[config.mk]
export PLATFORM = sky130hd
export DESIGN_NAME = imem_boot_loader
export DESIGN_NICKNAME = d
export VERILOG_FILES = /design/src/rtl/imem_boot_loader.sv
export SDC_FILE = /design/constraint.sdc
export NUM_CORES = 1
export LEC_CHECK = 0
export BUFFER_PORTS_ARGS = -buffer_cell sky130_fd_sc_hd__buf_4
export CORE_MARGIN = 2
export CORE_UTILIZATION = 40
export CTS_CLUSTER_SIZE = 30
export DETAILED_ROUTE_END_ITERATION = 10
export PLACE_DENSITY = 0.71
export SETUP_SLACK_MARGIN = 0.3
export SLEW_MARGIN = 20
export SYNTH_ARGS = -nofsm -noshare
export SYNTH_HDL_FRONTEND = slang
export SYNTH_SLANG_ARGS = --single-unit
[constraint.sdc]
create_clock -name clk -period 5.45 [get_ports clk]
set_input_delay 0.8175 -clock clk [delete_from_list [all_inputs] [get_ports clk]]
set_output_delay 0.8175 -clock clk [all_outputs]
set_load 0.01 [all_outputs]
[src/rtl/imem_boot_loader.sv]
// Boot loader for the byte-organised instruction memory.
// Accepts 32-bit words on a valid/ready stream and writes each one as four
// bytes, MSB first. The CPU is held in hold until the program is complete,
// and then the CPU fetch address is passed through to the memory read port.
module imem_boot_loader #(
  parameter int unsigned ADDR_W = 10
) (
  input  logic              clk,
  input  logic              rst_n,
  input  logic              ld_valid,
  output logic              ld_ready,
  input  logic [31:0]       ld_data,
  input  logic              ld_last,
  input  logic              reload,
  output logic              mem_we,
  output logic [ADDR_W-1:0] mem_waddr,
  output logic [7:0]        mem_wdata,
  input  logic [31:0]       fetch_addr,
  output logic [31:0]       imem_addr,
  output logic              cpu_hold,
  output logic              done,
  output logic              err,
  output logic [ADDR_W-2:0] word_count
);

  localparam int unsigned PTR_W = ADDR_W + 1;
  localparam int unsigned WC_W  = ADDR_W - 1;
  // The pointer is one bit wider than the address so that "memory full" can
  // be told apart from "memory empty".
  localparam logic [PTR_W-1:0] FULL_PTR = {1'b1, {ADDR_W{1'b0}}};

  typedef enum logic [1:0] {
    S_LOAD  = 2'd0,
    S_WRITE = 2'd1,
    S_DONE  = 2'd2,
    S_ERR   = 2'd3
  } state_t;

  state_t            r_state;
  state_t            w_next;
  logic [PTR_W-1:0]  r_ptr;
  logic [1:0]        r_bidx;
  logic [31:0]       r_wbuf;
  logic              r_last_q;
  logic [WC_W-1:0]   r_word_count;
  logic              w_full;
  logic              w_accept;

  assign w_full     = (r_ptr == FULL_PTR);
  assign w_accept   = (r_state == S_LOAD) && ld_valid && ld_ready;
  assign word_count = r_word_count;

  // State register.
  always_ff @(posedge clk) begin
    if (!rst_n) begin
      r_state <= S_LOAD;
    end else begin
      r_state <= w_next;
    end
  end

  // Next-state decode.
  always_comb begin
    w_next = r_state;
    case (r_state)
      S_LOAD: begin
        if (w_accept) begin
          w_next = S_WRITE;
        end else if (ld_valid && w_full) begin
          w_next = S_ERR;
        end
      end
      S_WRITE: begin
        if (r_bidx == 2'd3) begin
          w_next = r_last_q ? S_DONE : S_LOAD;
        end
      end
      S_DONE: begin
        if (reload) begin
          w_next = S_LOAD;
        end
      end
      S_ERR: begin
        w_next = S_ERR;
      end
      default: begin
        w_next = S_LOAD;
      end
    endcase
  end

  // Output decode; memory-side outputs depend only on registered state.
  always_comb begin
    ld_ready  = 1'b0;
    mem_we    = 1'b0;
    mem_waddr = r_ptr[ADDR_W-1:0];
    mem_wdata = r_wbuf[31:24];
    imem_addr = 32'(r_ptr[ADDR_W-1:0]);
    cpu_hold  = 1'b1;
    done      = 1'b0;
    err       = 1'b0;
    case (r_bidx)
      2'd0:    mem_wdata = r_wbuf[31:24];
      2'd1:    mem_wdata = r_wbuf[23:16];
      2'd2:    mem_wdata = r_wbuf[15:8];
      default: mem_wdata = r_wbuf[7:0];
    endcase
    case (r_state)
      S_LOAD: begin
        ld_ready = rst_n & ~w_full;
      end
      S_WRITE: begin
        mem_we = 1'b1;
      end
      S_DONE: begin
        cpu_hold  = 1'b0;
        done      = 1'b1;
        imem_addr = fetch_addr;
      end
      S_ERR: begin
        err = 1'b1;
      end
      default: begin
        ld_ready = 1'b0;
      end
    endcase
  end

  // Datapath: word buffer, byte pointer, byte index and completed-word count.
  always_ff @(posedge clk) begin
    if (!rst_n) begin
      r_ptr        <= '0;
      r_bidx       <= 2'd0;
      r_wbuf       <= 32'd0;
      r_last_q     <= 1'b0;
      r_word_count <= '0;
    end else begin
      case (r_state)
        S_LOAD: begin
          if (w_accept) begin
            r_wbuf   <= ld_data;
            r_last_q <= ld_last;
            r_bidx   <= 2'd0;
          end
        end
        S_WRITE: begin
          r_ptr  <= r_ptr + PTR_W'(1);
          r_bidx <= r_bidx + 2'd1;
          if (r_bidx == 2'd3) begin
            r_word_count <= r_word_count + WC_W'(1);
          end
        end
        S_DONE: begin
          if (reload) begin
            r_ptr        <= '0;
            r_word_count <= '0;
          end
        end
        default: begin
          r_ptr <= r_ptr;
        end
      endcase
    end
  end

endmodule

==> results.json <==
{
  "outcome": "complete, no violations",
  "synthArstFlopShare": 0,
  "cts_tree": "done",
  "pwr-share-seq": 0.353,
  "drtAntennaViolNets": 0,
  "initial_core_util": 0.410,
  "gp_congestion": 0.835,
  "drc": 0,
  "fin_nets": 568,
  "clock_latency_ns": 0.34,
  "synthFlopType": "dfxtp_1",
  "rsz0062_at_grt": "false",
  "synth_cell_type_count": 41,
  "worst_pin_slew_ns": 0.846,
  "drtIter0Drc": 210,
  "grt-ovfl-total": 0,
  "cts_setup_buffers": 0,
  "wirelength_mm": 7.86,
  "netlist_instances": 378,
  "rr_startpoint": "r_state[0]",
  "root_buffer": "clkbuf_8",
  "powerDensity_nw_per_um2": 362,
  "drv_cap": 0,
  "grt_max_degree": 69,
  "period_minus_slack_ns": 2.92,
  "vias": 2989,
  "synth_edf_count": 0,
  "dp_hpwl_mm": 5.78,
  "vdd_ir_drop_max_uv": 200,
  "crit_start": "r_ptr[6]",
  "die_y_um": 89.8,
  "grt_pass1_vias": 2682,
  "rows": 31,
  "avgSynthCellArea_um2": 7.79,
  "final_common_cell": "buf_4",
  "hold_violations": 0,
  "layout_common_cells": "buf_4, nand2_1, dfxtp_1",
  "crit_path_end_kind": "primary output",
  "antenna_found_initial": 0,
  "die_area_um2": 8060,
  "fillerInstances": 666,
  "setup_viol": 0,
  "drt-pass1-iter-count": 5,
  "power.total_mw": 1.49,
  "ys_seq_area_frac": 0.388,
  "p_comb_frac": 0.403,
  "min_from": "r_wbuf[7]",
  "hp-class": "register to register",
  "sw_frac_of_total": 0.366,
  "min_period_over_period": 0.535,
  "finalSetupTns_ns": 0,
  "clock-sinks": 57,
  "p_int_uw": 942,
  "coreArea_um2": 7180,
  "holdBufCountCts": 0,
  "synth_area_um2": 2940,
  "synth_top_area_share": 0.388,
  "timing.fmax_mhz": 343,
  "slew_viol_final": 0,
  "wl_per_cell_um": 13.3,
  "io_pins": 133,
  "synthToLayoutAreaGrowth_pct": 39.4,
  "skew_ns": 0.0110,
  "chipWidth_um": 89.8,
  "cts_buffers": 9,
  "yosys_warnings": 0,
  "cp.arrival_ns": 2.10,
  "critical_path_class": "register to primary output",
  "worstSetupStartpointType": "register",
  "via_per_inst": 5.05,
  "clockBufferDepth": 2,
  "relSlewSlack": 0.428,
  "synth_fp_nets": 458,
  "synth-seq-cells": 57,
  "num_antenna_cells": 0,
  "clk_pin_slew_ns": 0.07,
  "yosys.area.top_type": "dfxtp_1",
  "cts_resized": 0,
  "portBuffers": 132,
  "grt_usage": 0.190,
  "cts.htree.levels": 3,
  "crit_path_max_fanout": 8,
  "clockPowerShare": 0.244,
  "grt_pass1_wl_mm": 12.6,
  "p_leak_nw": 1.78,
  "switchingPower_uw": 543,
  "netlist_top_cells_area": "dfxtp_1, nand2_1, o21ai_0",
  "drive_gt1_frac": 0.329,
  "cp.required_ns": 4.63
}
## final timing paths
kind	endpoint	slack [ns]	cells after the start
worst max-delay path	ld_ready	2.53	4
worst min-delay path	r_wbuf[7]	0.45	2
worst min register to register	r_wbuf[7]	0.45	2
worst max register to register	r_ptr[9]	3.05	8
## state kept, by name, indices dropped and copies added, names as in the netlist
name,flops
r_wbuf,32
word_count,9
r_last_q,1
r_ptr,11
r_state,2
r_bidx,2
## layer usage
layer / up-vias / part of all wire / track usage / wire, µm
li1: 1496 / - / - / -
met3: 13 / 0.073 / 0.0503 / 570
met4: 0 / 0.018 / 0.0833 / 144
met5: - / 0 / 0 / 0
met1: 1356 / 0.44 / 0.249 / 3430
met2: 124 / 0.47 / 0.294 / 3720
## synth_stat cells (3+ instances only)
master and number:
a21boi_0 3, a21oi_1 11, a222oi_1 8, and2_1 22, buf_4 10, clkbuf_1 23, dfxtp_1 57, ha_1 11
inv_1 11, mux2_2 7, nand2_1 81, nand3_1 7, nand4_1 7, nor2_1 22, nor2b_1 7, nor3_1 4
nor4_1 8, o21ai_0 36, o21ai_1 4, xnor2_1 10
## metrics by stage
step / instances / instance area, µm² / setup WS, ns / utilization / hold WS (ns)
final: 592 / 4100 / 2.53 / 0.572 / 0.448
after global routing: 592 / 4100 / 2.41 / 0.572 / 0.477
after CTS: 592 / 4100 / 2.51 / 0.572 / 0.451
after detailed placement: 576 / 3920 / 2.89 / 0.547 / 0.440
after global placement: 576 / 3920 / 2.94 / 0.547 / 0.436
after floorplan: 378 / 2940 / 3.08 / - / 0.428
## layout make-up
type	count	area (µm²)	area share
Inverter	12	45.0	0.0110
Clock inverter	5	30.0	0.00732
Multi-Input combinational cell	273	1600	0.390
Tap cell	99	124	0.0302
Sequential cell	57	1140	0.278
Clock buffer	11	151	0.0369
Timing Repair Buffer	135	1010	0.247
## cell families after synthesis
kind of cell               share of synthesized area
DFF                                            0.388
muxes                                         0.0336
xor gates and xnor gates                      0.0357
buffers and inverters                         0.0744
and+or+nand+nor                                0.268
AOI/OAI and AO/OA                              0.154
adders and majority gates                     0.0467
## power by group through the flow
stage / registers, mW / clock network, mW / logic (mW)
floorplan: 0.523 / 0 / 0.361
global placement: 0.531 / 0 / 0.594
detailed placement: 0.533 / 0 / 0.601
CTS: 0.525 / 0.365 / 0.603
global route: 0.535 / 0.385 / 0.666
finish: 0.525 / 0.362 / 0.599
## worst max-delay path, stage by stage (launching register included)
cell     delay, ns
dfxtp_1       0.39
nor4b_1       0.78
nand3_1       0.21
and3_1        0.24
buf_4         0.14
Note: power is estimated with default switching activity, not from simulation.
